File: config.mk
export PLATFORM = sky130hd
export DESIGN_NAME = capture_write_controller
export DESIGN_NICKNAME = d
export VERILOG_FILES = /design/src/rtl/adc_capture_pkg.sv /design/src/rtl/trig_sync_edge.sv /design/src/rtl/capture_write_controller.sv
export SDC_FILE = /design/constraint.sdc
export NUM_CORES = 1
export LEC_CHECK = 0
export CAP_MARGIN = 15
export CORE_ASPECT_RATIO = 0.8
export CORE_MARGIN = 2
export CORE_UTILIZATION = 41
export DETAILED_ROUTE_END_ITERATION = 16
export PLACE_DENSITY = 0.79
export SYNTH_ARGS = -nofsm -noshare
export SYNTH_HDL_FRONTEND = slang
export SYNTH_SLANG_ARGS = --single-unit
File: constraint.sdc
create_clock -name clk -period 4.2 [get_ports clk]
set_input_delay 0.42 -clock clk [delete_from_list [all_inputs] [get_ports clk]]
set_output_delay 0.42 -clock clk [all_outputs]
set_load 0.005 [all_outputs]
File: src/rtl/adc_capture_pkg.sv
// adc_capture_pkg: capture FSM state encoding and channel geometry shared with the read side
package adc_capture_pkg;
  typedef enum logic [3:0] {
    IDLE    = 4'b0001,
    ARMED   = 4'b0010,
    CAPTURE = 4'b0100,
    DONE    = 4'b1000
  } cap_state_t;
  localparam int NCH_DEFAULT = 6;
  localparam int DW_DEFAULT  = 16;
endpackage

File: src/rtl/trig_sync_edge.sv
// trig_sync_edge: 2-FF synchroniser for an async trigger plus a registered rising-edge pulse (i_trig in, o_pulse out)
module trig_sync_edge (
  input  logic clk,
  input  logic rst,
  input  logic i_trig,
  output logic o_pulse
);
  logic r_meta, r_sync, r_prev;
  always_ff @(posedge clk or posedge rst) begin
    if (rst) begin
      r_meta  <= 1'b0;
      r_sync  <= 1'b0;
      r_prev  <= 1'b0;
      o_pulse <= 1'b0;
    end else begin
      r_meta  <= i_trig;
      r_sync  <= r_meta;
      r_prev  <= r_sync;
      o_pulse <= r_sync & ~r_prev;
    end
  end
endmodule

File: src/rtl/capture_write_controller.sv
// capture_write_controller: arms, waits for a trigger, writes CAPTURE_LEN aligned samples into NCH FIFOs, holds full until drained
module capture_write_controller
  import adc_capture_pkg::*;
#(
  parameter int NCH         = NCH_DEFAULT,
  parameter int DW          = DW_DEFAULT,
  parameter int CAPTURE_LEN = 8192,
  parameter int CW          = $clog2(CAPTURE_LEN + 1)
) (
  input  logic              clk,
  input  logic              rst,
  input  logic              arm,
  input  logic              trig,
  input  logic              force_trig,
  input  logic              adc_valid,
  input  logic [NCH*DW-1:0] adc_data,
  input  logic [NCH-1:0]    fifo_full,
  input  logic [NCH-1:0]    fifo_empty,
  output logic [NCH-1:0]    fifo_wr_en,
  output logic [NCH*DW-1:0] fifo_din,
  output logic              full,
  output logic              busy,
  output logic              overflow,
  output logic [CW-1:0]     sample_count
);
  cap_state_t r_state, w_next;
  logic w_edge, w_evt, w_all_empty, w_arm_ok, w_take, w_block, w_write, w_last;
  trig_sync_edge u_trig (
    .clk    (clk),
    .rst    (rst),
    .i_trig (trig),
    .o_pulse(w_edge)
  );
  assign w_evt       = w_edge | force_trig;
  assign w_all_empty = &fifo_empty;
  assign w_arm_ok    = (r_state == IDLE) && arm && w_all_empty;
  assign w_take      = (r_state == CAPTURE) && adc_valid;
  // a full FIFO anywhere blocks the write on every channel so the channels stay aligned
  assign w_block     = w_take && |fifo_full;
  assign w_write     = w_take && !(|fifo_full);
  assign w_last      = w_write && (sample_count == CW'(CAPTURE_LEN - 1));
  assign busy        = (r_state != IDLE);
  always_comb begin
    w_next = IDLE;
    case (r_state)
      IDLE:    w_next = w_arm_ok ? ARMED : IDLE;
      ARMED:   w_next = w_evt ? CAPTURE : ARMED;
      CAPTURE: w_next = (w_block || w_last) ? DONE : CAPTURE;
      DONE:    w_next = w_all_empty ? IDLE : DONE;
      default: w_next = IDLE;
    endcase
  end
  always_ff @(posedge clk or posedge rst) begin
    if (rst) begin
      r_state      <= IDLE;
      fifo_wr_en   <= '0;
      fifo_din     <= '0;
      full         <= 1'b0;
      overflow     <= 1'b0;
      sample_count <= '0;
    end else begin
      r_state    <= w_next;
      fifo_wr_en <= {NCH{w_write}};
      if (w_write) fifo_din <= adc_data;
      if (w_arm_ok) sample_count <= '0;
      else if (w_write && sample_count < CW'(CAPTURE_LEN)) sample_count <= sample_count + 1'b1;
      overflow <= w_arm_ok ? 1'b0 : (overflow | w_block);
      // registered from next state, so full tracks DONE exactly
      full <= (w_next == DONE);
    end
  end
endmodule

# After elaboration in Yosys (flattened, before gate mapping)
# Index checks and enable logic that the tools add are counted.
# op_classes
addsub	1
order_cmp	1
n_mux	8
eq_ne	7
reduce_logical	12
bitwise	4
# ops
cell	n
14-bit two-way mux	2
4-bit one-hot mux with 4 select lines	1
14-bit by 1-bit adder with 14-bit output (second input constant)	1
14-bit by 13-bit equality test with 1-bit output (second input constant)	1
14-bit less-than comparator (second input constant)	1
4-bit equality test (second input constant)	2
4-bit two-way mux	2
1-bit logical AND	7
6-bit AND reduction	1
6-bit OR reduction	1
4-bit by 1-bit equality test with 1-bit output (second input constant)	1
4-bit by 2-bit equality test with 1-bit output (second input constant)	1
4-bit by 3-bit equality test with 1-bit output (second input constant)	1
4-bit by 1-bit != test with 1-bit output (second input constant)	1
3-bit two-way mux	1
2-bit two-way mux	1
1-bit OR	2
2-bit nonzero test	1
1-bit bitwise AND	1
1-bit logical NOT	1
1-bit logical OR	1
1-bit two-way mux	1
1-bit NOT	1
# word_totals
inputBits	114
elab_cells	43
reg_bits	121
output_inout_bits	119

# Logic depth before layout (Yosys ltp)
# depth
ltp_word	8
depth_mapped	8

# Hierarchy
# From an unflattened synthesis, not the netlist that was laid out.
# unflattened
hier_cells	333
hier_area_um2	4825.9
# by_module_without_submodules
module	cells_each	seq_area_each_um2	instances	area_each_um2
capture_write_controller	327	2929.1	1	4708.3
trig_sync_edge	6	100.1	1	117.6

# Worst setup path before layout
# Ideal clock, no wire load.
# synth_timing
path_kind	register -> register
startpoint	reg sample_count[0]
endpoint	reg sample_count[12]
path_slack_ns	2.512
path_stages_with_launch	6
period_less_slack_ns	1.688
arrival_ns	1.610
cell_sequence	dfrtp_1 ha_1 nand4b_1 or2_1 or4_1 a21oi_1
# synth_between
elab_chain_cells	3
elab_cells_between_ends	6
cone_classes	add/sub: 1; order compare: 1; mux: 2; reduce/logical: 2
# synth_lines
item	line_no	rtl
start, declared	capture_write_controller.sv:24	output logic [CW-1:0] sample_count
start signal, assigned	capture_write_controller.sv:66	else if (w_write && sample_count < CW'(CAPTURE_LEN)) sample_count <= sample_count + 1'b1;
14-bit by 1-bit adder with 14-bit output / 14-bit less-than comparator (equally long branches)	capture_write_controller.sv:66	
14-bit two-way mux / 1-bit logical AND (equally long branches)	capture_write_controller.sv:66	
14-bit two-way mux / 2-bit nonzero test (equally long branches)	-	
# Parallel ways exist; a longest one is shown, timed or not. The select of a mux whose other input is x is not followed.
# A chain may end at the register's enable or synchronous reset.

# Final worst setup path
# layout_timing
startpoint	reg r_state[0]
endpoint	out busy
# layout_between
elab_chain_cells	1
# layout_lines
item	line_no	rtl
start, declared	capture_write_controller.sv:26	cap_state_t r_state, w_next;
start signal, assigned	capture_write_controller.sv:62	r_state <= w_next;
4-bit by 1-bit != test with 1-bit output	capture_write_controller.sv:42	assign busy = (r_state != IDLE);
end, declared	capture_write_controller.sv:22	output logic busy,
# Every way passes these cells.

==> summary.md <==
| Metric | Value |
|---|---|
| Post-CTS Setup Inserts | 0 |
| Width of the chip | 126 um |
| H-tree Lvls | 4 |
| Total CTS buffers | 17 |
| CTS tree | done |
| Final setup viols | 0 |
| Post-synth EDFFs | 0 |
| Clock buffer depth | 2 |
| Register area share after synthesis | about three fifths |
| Hold/Removal Path Class | reg2reg |
| Synth unique cells | 43 |
| R2R cell count | 5 |
| Via-to-Cell Ratio | 4.81 |
| Largest net degree at the start of global routing | 68 |
| Clk Latency, worst-skew pair | around 0.40 ns |
| Max-cap violations | 0 |
| Worst R2R End | sample_count[10]$_DFFE_PP0P_ |
| Synth top area share | between 60 and 70% |
| DP Cell Count | 894 |
| First-pass GRT wire length | 21,900 um |
| DRT iter0 DRCs | 231 |
| Setup CP Type | reg2out |
| Io pins | 233 |
| Number of antenna-violating nets in the routed design | 0 |
| Worst EP required | roughly 3.8 ns |
| Fillcell total | 861 |
| Startpoint type of the worst setup path | flop |
| Final net count | 880 |
| Post-synthesis cell count | 537 |
| Worst-path fanout max | 6 |
| Avg Inst Size Synth | approximately 9 sq um |
| Cell Area, Synth | approximately 4900 sq um |
| CP Launch Point | r_state[0]$_DFF_PP1_ |
| RR Startpoint | r_state[1]$_DFF_PP0_ |
| Setup TNS | 0 ns |
| Clock slew at reported path FFs | about 0.060 ns |
| Slew headroom | 44.4% |
| Die Area | around 13,000 sq um |
| #FFs+latches synth | 121 |
| Tightest Pin Transition | 0.834 ns |
| Endpoints failing hold | 0 |
| Status | finished clean |
| Number of global-route vias before repair | 4,325 |
| Synth area leader | dfrtp_1 |
| Routed len/inst | 15.1 um |
| PortBufs | 232 |
| Core Footprint | 11,600 sq um |
| Ys flop type | dfrtp_1 |
| Root Driver | clkbuf_16 |
| Crit. End Element | output pin |
| Row Count | 35 |
| Worst vdd ir | 258 uV |
| Worst Setup EP | busy |
| PostCTS Resize Cnt | 0 |
| Syn_nets | 652 |
| Final worst path period share | 56.3% |
| Final worst path period need | roughly 2.4 ns |
| Largest cells by area after synthesis | dfrtp_1 (61%), nand2_1 (23%), buf_2 (2.0%) |
| Non-Filler Instances | between 900 and 1k |
| Fin Clk Skew | 0.00896 ns |
| Ys async rst share | 100% |
| Register-to-register setup slack | 1.93 ns |
| Slew Limit Fails | 0 |
| GRT Total Usage | a little over a fifth |
| Power per Cell Area | roughly 350 nW/um^2 |
| Routability cong. | 0.840 |
| Die Y | 102 um |
| Routed via count | 4,457 |
| Clk sinks | between 100 and 150 |
| # diodes | 0 |
| CP Data Arrival Time | 1.94 ns |
| Routed wire length | 14,000 um |
| Pleak | 0.00388 uW |
| YS warnings | 0 |
| Initial core utilization | between 40% and 50% |
| Antenna violations before repair | 0 |
| Grt ovf | 0 |
| 1st-pass router iterations | 4 |
| RSZ-0062 raised after global routing | no |
| Max Clock Freq | roughly 0.42 GHz |
| Drt drc | 0 |
| Post-detail-place hpwl | 9850 um |
| Area grow syn2layout | 61.8% |
| Hold_buf cts | 0 |
| Layout cell share with drive strength beyond 1 | 6.17% |
layout make-up:
| type | count | area [sq um] | share of cell area (%) |
|---|---|---|---|
| flip-flops and latches | 121 | 3030 | 38.2 |
| repair buffers | 239 | 2370 | 29.9 |
| multi-input cells | 381 | 1700 | 21.4 |
| clock buffers | 26 | 539 | 6.80 |
| well taps | 148 | 185 | 2.33 |
| clock inverters | 6 | 82.6 | 1.04 |
| inverters | 5 | 21.3 | 0.268 |
per-stage QoR:
stage	total power [uW]	setup slack [ns]	util, %	hold WS, ns	instance area [sq um]
5_1_grt	2890	1.64	68.4	0.388	7930
6_report	2810	1.84	68.4	0.366	7930
3_5_place_dp	1340	1.39	63.0	0.356	7310
4_1_cts	2830	1.81	68.4	0.366	7930
3_3_place_gp	1340	1.44	63.0	0.339	7310
2_1_floorplan	1220	0.567	-	0.331	4900
state kept, by name (all words and copies together) (netlist names):
signal	flops
u_trig.r_prev	1
u_trig.r_meta	1
u_trig.r_sync	1
fifo_din	96
u_trig.o_pulse	1
full	1
sample_count	14
r_state	4
overflow	1
fifo_wr_en	1
synthesized netlist by cell type (4+ instances only):
cell type and count:
or4_1 7, nor2_1 9, nand2_1 298, inv_1 5, o31ai_1 5, nand4_1 5
buf_4 5, dfrtp_1 120, buf_2 20, a21oi_1 10, clkbuf_1 4, or3_1 4
o21ai_0 6
metal layers:
metal | global-route usage [%] | vias to the layer above | share of wire [%]
met4 | 8.45 | 0 | 1.7
li1 | - | 2165 | -
met1 | 27.2 | 2108 | 42
met3 | 8.32 | 14 | 7.9
met2 | 34.8 | 170 | 48
met5 | 0 | - | 0
power breakdown:
part | internal (uW) | switching [uW]
sequential | 1170 | 3.40
clock | 998 | 485
combinational | 101 | 46.8
total | 2270 | 536
logic make-up (layout without fill, tap and decap cells):
kind of cell | after synthesis | after routing | share of synthesized area [%]
adder cells (fa/ha/maj) | 1 | 1 | 0.255
flip-flops | 121 | 121 | 61.8
multiplexers | 1 | 1 | 0.204
AND/OR/NAND/NOR | 351 | 351 | 30.5
buffers and inverters | 35 | 276 | 3.72
AO/OA/AOI/OAI | 28 | 28 | 3.57
how the worst min path moves through the flow:
stage,to,depth (start not counted),slack [ns],start
after global placement,u_trig.r_sync$_DFF_PP0_,0,0.34,u_trig.r_meta$_DFF_PP0_
after floorplan,u_trig.r_sync$_DFF_PP0_,0,0.33,u_trig.r_meta$_DFF_PP0_
after global routing,u_trig.r_sync$_DFF_PP0_,0,0.39,u_trig.r_meta$_DFF_PP0_
after CTS,u_trig.r_prev$_DFF_PP0_,0,0.37,u_trig.r_sync$_DFF_PP0_
after detailed placement,u_trig.r_prev$_DFF_PP0_,0,0.36,u_trig.r_sync$_DFF_PP0_
final,u_trig.r_prev$_DFF_PP0_,0,0.37,u_trig.r_sync$_DFF_PP0_
placed cells by master, fill, tap and decap left out, types with 2 or more instances in the layout:
cell | netlist | final
a21oi_1 | 10 | 10
bufinv_16 | 0 | 2
o21ai_0 | 6 | 6
nor3b_1 | 2 | 2
buf_4 | 5 | 7
nand2_1 | 298 | 298
o211ai_1 | 3 | 3
clkdlybuf4s50_1 | 0 | 232
nand4_1 | 5 | 5
nand3_1 | 2 | 2
and3b_1 | 2 | 2
nor3_1 | 2 | 2
or3_1 | 4 | 4
inv_1 | 5 | 3
clkbuf_16 | 0 | 17
clkbuf_8 | 0 | 8
o31ai_1 | 5 | 5
dfrtp_1 | 120 | 120
nor4b_1 | 2 | 2
nor2_1 | 9 | 9
nor4_1 | 2 | 2
clkinv_2 | 0 | 3
or4_1 | 7 | 7
worst max-delay path, stage by stage (launching register included):
cell	delay, ns
dfstp_2	0.58
or4b_4	0.50
clkdlybuf4s50_1	0.47
Note: power is estimated with default switching activity, not from simulation.
